### config.mk
export PLATFORM = sky130hd
export DESIGN_NAME = serial_out_engine_flat
export DESIGN_NICKNAME = d
export VERILOG_FILES = /design/src/rtl/serial_out_pkg.sv /design/src/rtl/serial_out_engine_if.sv /design/src/rtl/gray2bin_dec.sv /design/src/rtl/serial_out_engine.sv /design/src/flat_wrapper.sv
export SDC_FILE = /design/constraint.sdc
export NUM_CORES = 1
export LEC_CHECK = 0
export BUFFER_PORTS_ARGS = -buffer_cell sky130_fd_sc_hd__buf_2
export CORE_MARGIN = 4
export CORE_UTILIZATION = 30
export CTS_BUF_LIST = sky130_fd_sc_hd__clkbuf_8
export DETAILED_ROUTE_END_ITERATION = 7
export PLACE_DENSITY = 0.45
export RECOVER_POWER = 50
export SLEW_MARGIN = 20
export SYNTH_ARGS = -nofsm -noshare
export SYNTH_HDL_FRONTEND = slang
export SYNTH_SLANG_ARGS = --single-unit
### constraint.sdc
create_clock -name clk_out16x -period 4.35 [get_ports clk_out16x]
set_input_delay 0.435 -clock clk_out16x [delete_from_list [all_inputs] [get_ports clk_out16x]]
set_output_delay 0.435 -clock clk_out16x [all_outputs]
set_load 0.1 [all_outputs]
### src/rtl/serial_out_pkg.sv
// Shared types and helpers for the multi-channel serial output engine.
package serial_out_pkg;

  typedef enum logic [1:0] {
    ST_IDLE  = 2'd0,
    ST_SHIFT = 2'd1,
    ST_GAP   = 2'd2
  } state_t;

  localparam int unsigned DROP_CNT_W = 8;
  localparam int unsigned GAP_CNT_W  = 8;

  // Effective bits per frame: the requested count, limited to the word width.
  function automatic int unsigned clamp_len(input int unsigned count, input int unsigned limit);
    return (count > limit) ? limit : count;
  endfunction

endpackage

### src/rtl/serial_out_engine_if.sv
// Frame handshake bus between the frame resolver (master) and the serial output engine (slave).
interface serial_out_engine_if #(
  parameter int unsigned NUM_CH = 8,
  parameter int unsigned DATA_W = 16,
  parameter int unsigned CNT_W  = 16
);
  logic                     frame_valid;
  logic                     frame_ready;
  logic [NUM_CH*DATA_W-1:0] frame_data;
  logic [NUM_CH-1:0]        frame_vld_ch;
  logic [CNT_W-1:0]         frame_count;
  logic                     frame_crc_ok;

  modport master (
    output frame_valid, frame_data, frame_vld_ch, frame_count, frame_crc_ok,
    input  frame_ready
  );

  modport slave (
    input  frame_valid, frame_data, frame_vld_ch, frame_count, frame_crc_ok,
    output frame_ready
  );
endinterface

### src/rtl/gray2bin_dec.sv
// Combinational Gray-to-binary decoder: each binary bit is the XOR of all Gray bits at or above it.
module gray2bin_dec #(
  parameter int unsigned W = 16
) (
  input  logic [W-1:0] gray,
  output logic [W-1:0] bin_c
);

  logic acc;

  always_comb begin
    bin_c = '0;
    acc   = 1'b0;
    for (int i = int'(W) - 1; i >= 0; i--) begin
      acc      = acc ^ gray[i];
      bin_c[i] = acc;
    end
  end

endmodule

### src/rtl/serial_out_engine.sv
// Accepts resolved frames, optionally Gray-decodes each channel word, and shifts N bits
// out on every enabled channel; bad frames are dropped and counted.
module serial_out_engine
  import serial_out_pkg::*;
#(
  parameter int unsigned NUM_CH      = 8,
  parameter int unsigned DATA_W      = 16,
  parameter int unsigned CNT_W       = 16,
  parameter bit          MSB_FIRST   = 1'b1,
  parameter bit          GRAY_DECODE = 1'b1,
  parameter int unsigned GAP_CYCLES  = 2
) (
  input  logic                  clk_out16x,
  input  logic                  rst,
  serial_out_engine_if.slave    frm,
  output logic [NUM_CH-1:0]     data_out,
  output logic [NUM_CH-1:0]     data_vld,
  output logic                  busy,
  output logic                  frame_done,
  output logic                  frame_drop,
  output logic [DROP_CNT_W-1:0] drop_cnt
);

  localparam int unsigned BIT_W = $clog2(DATA_W + 1);

  state_t                 state;
  logic                   ready_q;
  logic [NUM_CH-1:0]      mask_q;
  logic [BIT_W-1:0]       bit_cnt;
  logic [GAP_CNT_W-1:0]   gap_cnt;
  logic [DATA_W-1:0]      sreg [NUM_CH];

  int unsigned            n_c;
  logic                   accept_c;
  logic                   bad_c;
  logic [DATA_W-1:0]      dec_c       [NUM_CH];
  logic [DATA_W-1:0]      load_word_c [NUM_CH];
  logic [DATA_W-1:0]      load_rest_c [NUM_CH];
  logic [DATA_W-1:0]      run_rest_c  [NUM_CH];
  logic [NUM_CH-1:0]      load_bit_c;
  logic [NUM_CH-1:0]      run_bit_c;

  assign frm.frame_ready = ready_q;
  assign accept_c = frm.frame_valid && ready_q;
  assign bad_c    = !frm.frame_crc_ok || (frm.frame_vld_ch == '0) || (frm.frame_count == '0);

  // Per-channel word decode on the accept path.
  for (genvar c = 0; c < NUM_CH; c++) begin : g_ch
    if (GRAY_DECODE) begin : g_dec
      gray2bin_dec #(.W(DATA_W)) u_dec (
        .gray  (frm.frame_data[c*DATA_W +: DATA_W]),
        .bin_c (dec_c[c])
      );
    end else begin : g_pass
      assign dec_c[c] = frm.frame_data[c*DATA_W +: DATA_W];
    end
  end

  // MSB-first pre-aligns bit N-1 to the top so both orders shift a fixed end out.
  always_comb begin
    n_c = clamp_len(32'(frm.frame_count), DATA_W);
    for (int c = 0; c < int'(NUM_CH); c++) begin
      load_word_c[c] = MSB_FIRST ? (dec_c[c] << (DATA_W - n_c)) : dec_c[c];
      load_bit_c[c]  = MSB_FIRST ? load_word_c[c][DATA_W-1] : load_word_c[c][0];
      load_rest_c[c] = MSB_FIRST ? (load_word_c[c] << 1) : (load_word_c[c] >> 1);
      run_bit_c[c]   = MSB_FIRST ? sreg[c][DATA_W-1] : sreg[c][0];
      run_rest_c[c]  = MSB_FIRST ? (sreg[c] << 1) : (sreg[c] >> 1);
    end
  end

  // FSM, counters, shift array and drop counter.
  always_ff @(posedge clk_out16x) begin
    if (rst) begin
      state      <= ST_IDLE;
      ready_q    <= 1'b0;
      mask_q     <= '0;
      bit_cnt    <= '0;
      gap_cnt    <= '0;
      data_out   <= '0;
      data_vld   <= '0;
      busy       <= 1'b0;
      frame_done <= 1'b0;
      frame_drop <= 1'b0;
      drop_cnt   <= '0;
      for (int c = 0; c < int'(NUM_CH); c++) sreg[c] <= '0;
    end else begin
      frame_done <= 1'b0;
      frame_drop <= 1'b0;
      unique case (state)
        ST_IDLE: begin
          ready_q <= 1'b1;
          if (accept_c) begin
            if (bad_c) begin
              frame_drop <= 1'b1;
              if (drop_cnt != '1) drop_cnt <= drop_cnt + DROP_CNT_W'(1);
            end else begin
              state    <= ST_SHIFT;
              busy     <= 1'b1;
              ready_q  <= 1'b0;
              mask_q   <= frm.frame_vld_ch;
              bit_cnt  <= BIT_W'(n_c - 1);
              data_out <= load_bit_c & frm.frame_vld_ch;
              data_vld <= frm.frame_vld_ch;
              for (int c = 0; c < int'(NUM_CH); c++) sreg[c] <= load_rest_c[c];
            end
          end
        end
        ST_SHIFT: begin
          if (bit_cnt == '0) begin
            data_out   <= '0;
            data_vld   <= '0;
            frame_done <= 1'b1;
            if (GAP_CYCLES == 0) begin
              state   <= ST_IDLE;
              busy    <= 1'b0;
              ready_q <= 1'b1;
            end else begin
              state   <= ST_GAP;
              gap_cnt <= GAP_CNT_W'(GAP_CYCLES - 1);
            end
          end else begin
            bit_cnt  <= bit_cnt - BIT_W'(1);
            data_out <= run_bit_c & mask_q;
            for (int c = 0; c < int'(NUM_CH); c++) sreg[c] <= run_rest_c[c];
          end
        end
        ST_GAP: begin
          if (gap_cnt == '0) begin
            state   <= ST_IDLE;
            busy    <= 1'b0;
            ready_q <= 1'b1;
          end else begin
            gap_cnt <= gap_cnt - GAP_CNT_W'(1);
          end
        end
        default: begin
          state   <= ST_IDLE;
          busy    <= 1'b0;
          ready_q <= 1'b0;
        end
      endcase
    end
  end

endmodule

### src/flat_wrapper.sv
// flat-port wrapper written by rule: the top's interface ports become plain ports
module serial_out_engine_flat import serial_out_pkg::*;
#(
  parameter int unsigned NUM_CH      = 8,
  parameter int unsigned DATA_W      = 16,
  parameter int unsigned CNT_W       = 16,
  parameter bit          MSB_FIRST   = 1'b1,
  parameter bit          GRAY_DECODE = 1'b1,
  parameter int unsigned GAP_CYCLES  = 2
)
  (clk_out16x, rst, data_out, data_vld, busy, frame_done, frame_drop, drop_cnt, frm_frame_valid, frm_frame_data, frm_frame_vld_ch, frm_frame_count, frm_frame_crc_ok, frm_frame_ready);
  serial_out_engine_if #(.NUM_CH(NUM_CH), .DATA_W(DATA_W), .CNT_W(CNT_W)) frm_i ();
  input  logic clk_out16x;
  input  logic rst;
  output logic [NUM_CH-1:0] data_out;
  output logic [NUM_CH-1:0] data_vld;
  output logic busy;
  output logic frame_done;
  output logic frame_drop;
  output logic [DROP_CNT_W-1:0] drop_cnt;
  input wire logic [$bits(frm_i.frame_valid)-1:0] frm_frame_valid;
  input wire logic [$bits(frm_i.frame_data)-1:0] frm_frame_data;
  input wire logic [$bits(frm_i.frame_vld_ch)-1:0] frm_frame_vld_ch;
  input wire logic [$bits(frm_i.frame_count)-1:0] frm_frame_count;
  input wire logic [$bits(frm_i.frame_crc_ok)-1:0] frm_frame_crc_ok;
  output wire logic [$bits(frm_i.frame_ready)-1:0] frm_frame_ready;
  assign frm_i.frame_valid = frm_frame_valid;
  assign frm_i.frame_data = frm_frame_data;
  assign frm_i.frame_vld_ch = frm_frame_vld_ch;
  assign frm_i.frame_count = frm_frame_count;
  assign frm_i.frame_crc_ok = frm_frame_crc_ok;
  assign frm_frame_ready = frm_i.frame_ready;
  serial_out_engine #(.NUM_CH(NUM_CH), .DATA_W(DATA_W), .CNT_W(CNT_W), .MSB_FIRST(MSB_FIRST), .GRAY_DECODE(GRAY_DECODE), .GAP_CYCLES(GAP_CYCLES)) u_core (.clk_out16x(clk_out16x), .rst(rst), .frm(frm_i), .data_out(data_out), .data_vld(data_vld), .busy(busy), .frame_done(frame_done), .frame_drop(frame_drop), .drop_cnt(drop_cnt));
endmodule
==> run_results.csv, run 1 <==
group,metric,value,unit
timing,finalClockSkew,19.7,ps
timing,tightest_slew,1260,ps
floorplan,fp.dieArea,56300,um2
timing,relSlewSlack,16.5,%
timing,finalSetupTns,0,ps
floorplan,die_w,237,um
grt,grt_max_degree,57,
routing,drt-vias-per-instance,5.64,
timing,whs,234,ps
placement,place_hpwl,49200,um
timing,hold_viol_final,0,
floorplan,coreArea,51700,um2
setup_path,worstPathRequired,4680,ps
layout,layout-area-overhead-vs-synth,16.4,%
layout,drive_above_1_share,16.1,%
synth,synth_area,15800,um2
timing,finalMaxSlewViolations,0,
cts,ctsResizeCount,0,
synth,synth-edff-count,116,
cts,post_cts_buffers,0,
grt,grt_first_pass_wirelength,96600,um
synth,synth_top_family_by_area,"compound AO/OA/AOI/OAI gates",
grt,antenna_found_initial,3,
routing,routedWlPerCell,23.6,um
synth,syn_nets,2041,
setup_path,worstPathArrival,4360,ps
setup_path,path_buf_inv,3,
setup_path,crit_start,"frm_frame_count[14]",
floorplan,initial_utilization,30.5,%
power_and_ir_drop,totalPowerFinal,7320,uW
floorplan,fp-row-count,83,
power_and_ir_drop,p_leak,0.00681,uW
setup_path,crit_slowest_cell,"o31ai_1",
synth,synth_cells,1877,
worst_hold_path,hp-start,"frm_frame_vld_ch[3]",
setup_path,cp_top_family,"simple AND/OR/NAND/NOR gates",
synth,synth_adder_area_share,0.634,%
setup_path,worst_setup_path_start_kind,"primary input",
cts,htree_levels,4,
synth,synth_compound_area_share,23.2,%
floorplan,fp.dieH,237,um
grt,grt_use_total,22.2,%
cts,cts.sinks,171,
worst_hold_path,hold_class,"primary input to flip-flop",
synth,synth_xor_area_share,23.1,%
synth,synth.distinct_cells,87,
layout,nets,2207,
routing,drc,0,
run,maxCapViolations,0,
timing,rsz0062_at_grt,"false",
cts,clock_path_buffers,2,
timing,fmax,0.248,GHz
synth,syn_area_per_cell,8.41,um2
cts,cts-root-buf,"clkbuf_8",
synth,synthSimpleGateAreaFrac,16.7,%
synth,synth_ff_type,"edfxtp_1",
routing,drt_pass1_iterations,6,
setup_path,path_common_cell,"o21ai_0",
synth,synthMuxAreaShare,3.02,%
setup_path,critPathKind,"primary input to flip-flop",
routing,drtAntennaViolNets,0,
floorplan,ioPinCount,184,
synth,ys_ff_latch,171,
timing,finalSetupViolCount,0,
setup_path,path_cells,"buf_2 -> or4_1 -> clkbuf_1 -> o31ai_1 -> o21ai_0 -> nor3_1 -> clkbuf_2 -> nand2_1 -> o21ai_0",
placement,io_buffers,183,
grt,grt_pass1_vias,14650,
setup_path,slowest_delay,720,ps
power_and_ir_drop,peakVddDrop,0.180,mV
synth,yosysWarnings,0,
cts,cts_buffers,17,
timing,min_period_over_period,92.7,%
grt,grt.overflow.total,0,
routing,drtIter0Drc,1801,
power_and_ir_drop,power-per-cell-area,398,nW/um2
routing,drt-total-wl,64700,um
synth,async_flop_share,0,%
routing,via_count,15432,
setup_path,worst-path-max-fanout,22,
cts,clk_latency,510,ps
timing,finalCriticalPeriod,4030,ps
placement,place_congestion,0.908,
status,outcome,"completed",
cts,cts_tree,"yes",
setup_path,reg2reg_from,"u_core.bit_cnt[2]",
synth,synth_seq_area_share,29.1,%
cts,clkTransAtPathRegs,90,ps
setup_path,worst_setup_path_end_kind,"flip-flop",
cts,postCtsHoldBufs,0,
## state kept, by name (all words and copies together) (netlist names), 2 cells and up
register         cells
u_core.drop_cnt      8
u_core.data_out      8
u_core.data_vld      8
u_core.bit_cnt       5
u_core.gap_cnt       8
u_core.sreg        120
u_core.mask_q        8
u_core.state         2
## layout by cell type (no fill, tap or decap), types with 7 or more instances in the layout
master / count
nand2_1: 280
xnor2_1: 190
buf_2: 156
a21oi_1: 131
nor2_1: 122
edfxtp_1: 116
o21ai_0: 111
xor2_1: 104
buf_4: 84
dfxtp_1: 55
nand3_1: 48
mux2i_1: 42
a211oi_1: 40
a22o_1: 37
clkbuf_1: 36
nor3_1: 34
inv_1: 32
a22oi_1: 32
a31oi_1: 20
o211ai_1: 20
xnor3_1: 18
clkbuf_8: 17
xor3_1: 16
o22ai_1: 16
a32oi_1: 16
o221ai_1: 16
nand4_1: 15
and3_1: 14
buf_12: 12
a32o_1: 11
nor4_1: 10
nor2b_1: 8
nor4b_1: 8
or2_2: 8
a221oi_1: 8
or3_1: 7
a21o_1: 7
nand3b_1: 7
o21a_1: 7
ha_1: 7
## synth_stat cells, drive strengths merged (5+ instances only)
| cell | count | area (um2) |
|---|---|---|
| nand3 | 48 | 240 |
| xnor2 | 195 | 1750 |
| or3 | 7 | 43.8 |
| o21bai | 5 | 37.5 |
| nor4 | 12 | 87.6 |
| edfxtp | 116 | 3480 |
| o22ai | 16 | 100 |
| clkbuf | 122 | 460 |
| a211oi | 40 | 300 |
| and2 | 6 | 37.5 |
| nand4 | 15 | 93.8 |
| o21a | 7 | 52.6 |
| or4 | 6 | 45.0 |
| o32ai | 6 | 52.6 |
| a32o | 11 | 110 |
| a32oi | 16 | 140 |
| nand3b | 7 | 52.6 |
| a22o | 37 | 324 |
| xor2 | 106 | 955 |
| o211ai | 21 | 163 |
| xor3 | 19 | 458 |
| nor3 | 35 | 175 |
| nand2 | 282 | 1060 |
| a21oi | 131 | 656 |
| a22oi | 32 | 240 |
| mux2i | 42 | 420 |
| nor2 | 125 | 469 |
| o21ai | 114 | 578 |
| nor4b | 8 | 70.1 |
| o2111ai | 6 | 52.6 |
| xnor3 | 21 | 477 |
| inv | 32 | 120 |
| o221ai | 16 | 140 |
| buf | 22 | 92.6 |
| a221oi | 8 | 70.1 |
| ha | 8 | 100 |
| a21o | 7 | 52.6 |
| nor2b | 8 | 50.1 |
| mux2 | 5 | 56.3 |
| or2 | 8 | 50.1 |
| and3 | 14 | 87.6 |
| a31oi | 20 | 125 |
| dfxtp | 55 | 1100 |
## path summary, 6_finish.rpt
| path | to | slack [ps] | depth (start not counted) |
|---|---|---|---|
| setup / recovery | u_core.sreg[0][91] | 320 | 9 |
| setup reg to reg | u_core.sreg[0][91] | 470 | 8 |
| hold reg to reg | u_core.sreg[0][105] | 460 | 2 |
| hold / removal | u_core.mask_q[3] | 230 | 2 |
## layout make-up
| class | instances | area, um2 |
|---|---|---|
| multi-input combinational | 1529 | 10600 |
| clock inverter | 15 | 173 |
| timing repair buffer | 291 | 1800 |
| antenna | 1 | 2.50 |
| tap | 680 | 851 |
| fill | 5516 | 33400 |
| inverter | 33 | 125 |
| clock buffer | 17 | 234 |
| sequential | 171 | 4580 |
## where the power goes
| part | total [uW] | internal, uW | switching [uW] |
|---|---|---|---|
| logic | 3920 | 1420 | 2500 |
| registers | 2160 | 2040 | 128 |
| clock network | 1240 | 566 | 670 |
| total | 7320 | 4020 | 3300 |
## worst reg2reg max path: stages (launching register included)
cell and delay, ps:
dfxtp_1 360, or2_2 350, o41ai_1 260, clkbuf_1 590
nand4_1 330, nor3_1 400, clkbuf_2 700, nand2_1 430
o21ai_0 280
## per-layer routing
layer  wire [um]  global-route usage [%]  vias up  part of all wire (%)
met3        5190                    4.51       75                   8.0
met1       30600                    33.2     7477                    47
met4        1230                    4.87        4                   1.9
met5          69                       0        -                  0.11
li1            -                       -     7173                     -
met2       27600                    33.2      703                    43
## cells by family after synthesis
family / after synthesis
DFF: 171
muxes: 47
xor gates and xnor gates: 341
buffers and inverters: 177
and+or+nand+nor: 591
AOI/OAI and AO/OA: 542
adders and majority gates: 8
## per-stage QoR
| stage | area (um2) | setup slack (ps) | utilization (%) | std cells |
|---|---|---|---|---|
| floorplan | 15800 | 18.5 | - | 1877 |
| global route | 18400 | 191 | 35.5 | 2737 |
| finish | 18400 | 318 | 35.5 | 2737 |
| detailed placement | 18000 | 73.1 | 34.9 | 2704 |
| global placement | 18000 | 188 | 34.9 | 2704 |
| CTS | 18500 | 617 | 35.7 | 2736 |
No activity file was read; power rests on OpenSTA's default activity.
==> run 2: changes to the inputs <==
--- a/config.mk
+++ b/config.mk
@@ -8,7 +8,7 @@
 export BUFFER_PORTS_ARGS = -buffer_cell sky130_fd_sc_hd__buf_2
 export CORE_MARGIN = 4
 export CORE_UTILIZATION = 30
-export CTS_BUF_LIST = sky130_fd_sc_hd__clkbuf_8
+export CTS_BUF_LIST = sky130_fd_sc_hd__clkbuf_16
 export DETAILED_ROUTE_END_ITERATION = 7
 export PLACE_DENSITY = 0.45
 export RECOVER_POWER = 50
==> run 2 against run 1 <==
  * Cell count hardly changed
  * Maximum frequency grew 0.13%
  * Global-route usage is essentially flat
  * Non-clock buffer count unchanged
  * Flip-flop and latch count did not move
  * Critical path depth did not move
  * Clock-buffer cell count unchanged
  * Sequential power is essentially flat
  * Total power is 5.4% higher
  * Final area up 1.1%
  * Critical endpoint unchanged
  * Largest cell class unchanged
  * Highest routed layer unchanged
==> run_results.csv, run 2 (synthesized netlist as in run 1, its figures left out) <==
group,metric,value,unit
status,outcome,"completed",
power_and_ir_drop,p_clk_share,21.2,%
layout,final_cell_mix,"nand2_1 (280), xnor2_1 (190), buf_2 (155)",
power_and_ir_drop,swShare,43.5,%
grt,grt_pass1_vias,14644,
routing,drc,0,
power_and_ir_drop,p_int,4360,uW
power_and_ir_drop,peakVddDrop,0.299,mV
worst_hold_path,hold_class,"primary input to flip-flop",
timing,min_period_over_period,92.6,%
power_and_ir_drop,power_switching,3360,uW
layout,regMostFlops,"u_core.sreg",
routing,routedWlPerCell,23.7,um
floorplan,ioPinCount,184,
grt,antenna_found_initial,2,
power_and_ir_drop,power-per-cell-area,416,nW/um2
timing,finalSetupViolCount,0,
layout,final_common_cell,"nand2_1",
cts,cts_buffers,17,
routing,drt-total-wl,64800,um
cts,cts.sinks,171,
cts,post_cts_buffers,0,
layout,drive_above_1_share,16.1,%
floorplan,fp.dieArea,56300,um2
layout,instances_no_fill,2736,
placement,place_congestion,0.908,
setup_path,worstPathRequired,4630,ps
setup_path,worst_setup_path_start_kind,"primary input",
setup_path,critPathKind,"primary input to flip-flop",
timing,hold_viol_final,0,
routing,drtIter0Drc,1681,
layout,n_fill_cell,5488,
timing,fmax,0.248,GHz
cts,cts_tree,"yes",
routing,drt-vias-per-instance,5.63,
timing,finalCriticalPeriod,4030,ps
setup_path,worst_setup_path_end_kind,"flip-flop",
power_and_ir_drop,combPwrFrac,50.8,%
layout,nets,2207,
floorplan,die_w,237,um
cts,clk_latency,460,ps
cts,clock_path_buffers,2,
layout,multi_input_area,10600,um2
cts,ctsResizeCount,0,
timing,finalClockSkew,13.0,ps
floorplan,initial_utilization,30.5,%
timing,relSlewSlack,16.5,%
placement,io_buffers,183,
grt,grt.overflow.total,0,
timing,whs,277,ps
grt,grt_use_total,22.3,%
layout,post-route-util,35.9,%
placement,placed_area,18000,um2
grt,grt_max_degree,57,
layout,largest_register_ffs,120,
floorplan,fp-row-count,83,
power_and_ir_drop,p_seq_share,28.0,%
timing,rsz0062_at_grt,"false",
floorplan,fp.dieH,237,um
grt,grt_first_pass_wirelength,96600,um
layout,final_area,18600,um2
routing,drtAntennaViolNets,0,
routing,drt_pass1_iterations,6,
layout,layout-area-overhead-vs-synth,17.6,%
cts,postCtsHoldBufs,0,
timing,finalMaxSlewViolations,0,
setup_path,worst-path-max-fanout,22,
placement,place_hpwl,49200,um
timing,tightest_slew,1260,ps
layout,ff_latch_area,4580,um2
layout,diodes,0,
cts,clkTransAtPathRegs,70,ps
cts,htree_levels,4,
run,maxCapViolations,0,
cts,cts-root-buf,"clkbuf_16",
timing,finalSetupTns,0,ps
power_and_ir_drop,p_leak,0.00690,uW
floorplan,coreArea,51700,um2
placement,dp_cells,2704,
setup_path,worstPathArrival,4300,ps
routing,via_count,15395,
-- run 2: path summary, 6_finish.rpt --
path,from,end,slack (ps),depth (start not counted)
setup / recovery,frm_frame_count[14],u_core.sreg[0][91],320,9
hold / removal,frm_frame_vld_ch[3],u_core.mask_q[3],280,2
setup reg to reg,u_core.bit_cnt[2],u_core.sreg[0][91],530,8
hold reg to reg,u_core.sreg[0][105],u_core.sreg[0][105],470,2
-- run 2: routing by layer --
layer	vias to the layer above	wire length (um)	part of all wire (%)	global-route usage (%)
met4	4	1170	1.8	4.92
met5	-	73	0.11	0
met1	7479	30900	48	33.1
met3	65	4950	7.6	4.51
li1	7177	-	-	-
met2	670	27700	43	33.3
-- run 2: power groups by stage --
stage | Sequential (uW) | Clock [uW] | Combinational, uW
2_1_floorplan | 2350 | 0 | 2460
3_3_place_gp | 2190 | 0 | 3870
3_5_place_dp | 2190 | 0 | 3860
4_1_cts | 2160 | 1650 | 3880
5_1_grt | 2190 | 1710 | 4200
6_report | 2160 | 1630 | 3920
-- run 2: final cells by class --
cell class,count,area share [%]
clock inverter,15,0.930
tap,680,4.58
timing repair buffer,291,9.74
sequential,171,24.7
multi-input combinational,1529,57.1
clock buffer,17,2.29
inverter,33,0.674
-- run 2: metrics by stage --
| stage | setup slack [ps] | total power [uW] |
|---|---|---|
| global route | 157 | 8100 |
| floorplan | 18.5 | 4810 |
| detailed placement | 73.1 | 6050 |
| finish | 323 | 7710 |
| CTS | 555 | 7690 |
| global placement | 188 | 6060 |
-- run 2: worst max-delay path: stages --
cell      delay, ps
buf_2           100
or4_1           650
buf_4           220
o31ai_1         700
o21ai_0         380
nor3_1          420
clkbuf_2        690
nand2_1         410
o21ai_0         280
==> run 3: changes to the inputs <==
--- a/config.mk
+++ b/config.mk
@@ -9,9 +9,9 @@
 export CORE_MARGIN = 4
 export CORE_UTILIZATION = 30
 export CTS_BUF_LIST = sky130_fd_sc_hd__clkbuf_16
+export CTS_CLUSTER_DIAMETER = 200
 export DETAILED_ROUTE_END_ITERATION = 7
 export PLACE_DENSITY = 0.45
-export RECOVER_POWER = 50
 export SLEW_MARGIN = 20
 export SYNTH_ARGS = -nofsm -noshare
 export SYNTH_HDL_FRONTEND = slang
==> run 3 against run 2 <==
  * Via count about the same
  * First-iteration DRC count shrank 2.3%
  * Flip-flop and latch count did not move
  * Register-to-register slack improved by 720 ps
  * Die area did not move
  * Final area grew 0.48%
  * Sequential power barely moved
  * Clock-buffer cell count did not move
  * Highest routed layer unchanged
==> run_results.csv, run 3 (synthesized netlist as in run 1, its figures left out) <==
group,metric,value,unit
timing,finalMaxSlewViolations,0,
cts,postCtsHoldBufs,0,
routing,drtAntennaViolNets,0,
layout,regMostFlops,"u_core.sreg",
layout,final_cell_mix,"nand2_1 (280), xnor2_1 (190), buf_2 (183)",
placement,place_hpwl,49200,um
timing,finalSetupTns,0,ps
grt,grt_max_degree,57,
worst_hold_path,hold_class,"primary input to flip-flop",
cts,cts-root-buf,"clkbuf_16",
power_and_ir_drop,swShare,43.4,%
timing,relSlewSlack,34.4,%
cts,clkTransAtPathRegs,70,ps
timing,fmax,0.261,GHz
grt,grt_first_pass_wirelength,96600,um
timing,hold_viol_final,0,
floorplan,ioPinCount,184,
timing,min_period_over_period,88.1,%
placement,place_ws,73.1,ps
floorplan,fp.dieH,237,um
setup_path,critPathKind,"primary input to flip-flop",
timing,finalCriticalPeriod,3830,ps
floorplan,initial_utilization,30.5,%
cts,cts.sinks,171,
layout,post-route-util,36.1,%
cts,htree_levels,4,
layout,drive_above_1_share,18.0,%
floorplan,die_w,237,um
setup_path,slowest_delay,630,ps
power_and_ir_drop,power_switching,3360,uW
setup_path,worst-path-max-fanout,56,
grt,grt.overflow.total,0,
grt,grt_use_total,22.3,%
layout,nets,2207,
timing,fin_ws,519,ps
power_and_ir_drop,combPwrFrac,51.0,%
routing,drt_pass1_iterations,8,
routing,drc,0,
routing,routedWlPerCell,23.6,um
layout,final_common_cell,"nand2_1",
routing,drt-total-wl,64600,um
run,maxCapViolations,0,
power_and_ir_drop,p_seq_share,28.0,%
placement,place_congestion,0.908,
setup_path,crit_slowest_cell,"o221ai_1",
setup_path,path_buf_inv,3,
timing,finalSetupViolCount,0,
power_and_ir_drop,peakVddDrop,0.298,mV
routing,drtIter0Drc,1642,
power_and_ir_drop,p_leak,0.00706,uW
power_and_ir_drop,p_clk_share,21.1,%
routing,drt-vias-per-instance,5.62,
routing,via_count,15385,
timing,rsz0062_at_grt,"false",
setup_path,worst_setup_path_start_kind,"primary input",
timing,tightest_slew,980,ps
cts,clock_path_buffers,2,
floorplan,coreArea,51700,um2
status,outcome,"completed",
cts,cts_buffers,17,
grt,antenna_found_initial,2,
cts,cts_tree,"yes",
layout,layout-area-overhead-vs-synth,18.2,%
power_and_ir_drop,p_int,4370,uW
floorplan,fp.dieArea,56300,um2
grt,grt_pass1_vias,14644,
setup_path,path_cells,"buf_2 -> or4_1 -> a2111oi_2 -> nand2_1 -> ha_4 -> buf_12 -> buf_12 -> nand2_1 -> o221ai_1 -> o2111ai_1 -> a311oi_1",
cts,ctsResizeCount,0,
layout,n_fill_cell,5470,
setup_path,worstPathRequired,4710,ps
setup_path,worstPathArrival,4190,ps
floorplan,fp-row-count,83,
power_and_ir_drop,power-per-cell-area,414,nW/um2
cts,post_cts_buffers,0,
layout,largest_register_ffs,120,
setup_path,worst_setup_path_end_kind,"flip-flop",
power_and_ir_drop,totalPowerFinal,7730,uW
setup_path,cp_top_family,"compound AO/OA/AOI/OAI gates",
timing,finalClockSkew,11.2,ps
placement,io_buffers,183,
cts,clk_latency,450,ps
[run 3: cell types whose count changed in the layout (fill, tap and decap cells not counted), sizes merged]
cell	change
clkbuf	-39
buf	+39
diode	+1
[run 3: power by group through the flow]
stage,Sequential [uW],Combinational (uW),Clock (uW)
finish,2160,3940,1630
floorplan,2350,2460,0
detailed placement,2190,3860,0
CTS,2160,3880,1650
global placement,2190,3870,0
global route,2190,4220,1710
[run 3: final timing paths]
check | from | to | slack [ps] | cells past startpoint
hold reg to reg | u_core.sreg[0][105] | u_core.sreg[0][105] | 460 | 2
hold / removal | frm_frame_vld_ch[3] | u_core.mask_q[3] | 280 | 2
setup reg to reg | u_core.bit_cnt[2] | u_core.sreg[0][56] | 1250 | 10
setup / recovery | frm_frame_count[1] | u_core.data_out[6] | 520 | 11
[run 3: cell type report]
type | instances | area (um2) | area share [%]
Multi-Input combinational cell | 1529 | 10600 | 56.9
Clock buffer | 17 | 425 | 2.28
Tap cell | 680 | 851 | 4.56
Inverter | 33 | 125 | 0.671
Timing Repair Buffer | 291 | 1880 | 10.1
Clock inverter | 15 | 173 | 0.926
Sequential cell | 171 | 4580 | 24.6
Antenna cell | 1 | 2.50 | 0.0134
[run 3: through the flow]
stage               cells  area (um2)  hold slack [ps]
floorplan            1877       15800              434
global placement     2704       18000              448
detailed placement   2704       18000              448
CTS                  2736       18600              268
global route         2736       18600              303
finish               2737       18600              278
[run 3: worst register-to-register path, cell delays in order (launching register included)]
cell and delay [ps]:
dfxtp_1 350, or2_2 360, o41ai_2 210, buf_4 270
nand4_1 240, nor2_1 210, nand2_1 90, nor2_1 630
buf_4 380, nand4_1 140, nand3_1 110
[run 3: layer usage]
layer / vias up / routed length [um] / GRT usage (%)
met2: 706 / 27600 / 33.3
met1: 7432 / 30400 / 33.1
met5: - / 85 / 0
met4: 4 / 1190 / 4.92
met3: 70 / 5270 / 4.51
li1: 7173 / - / -
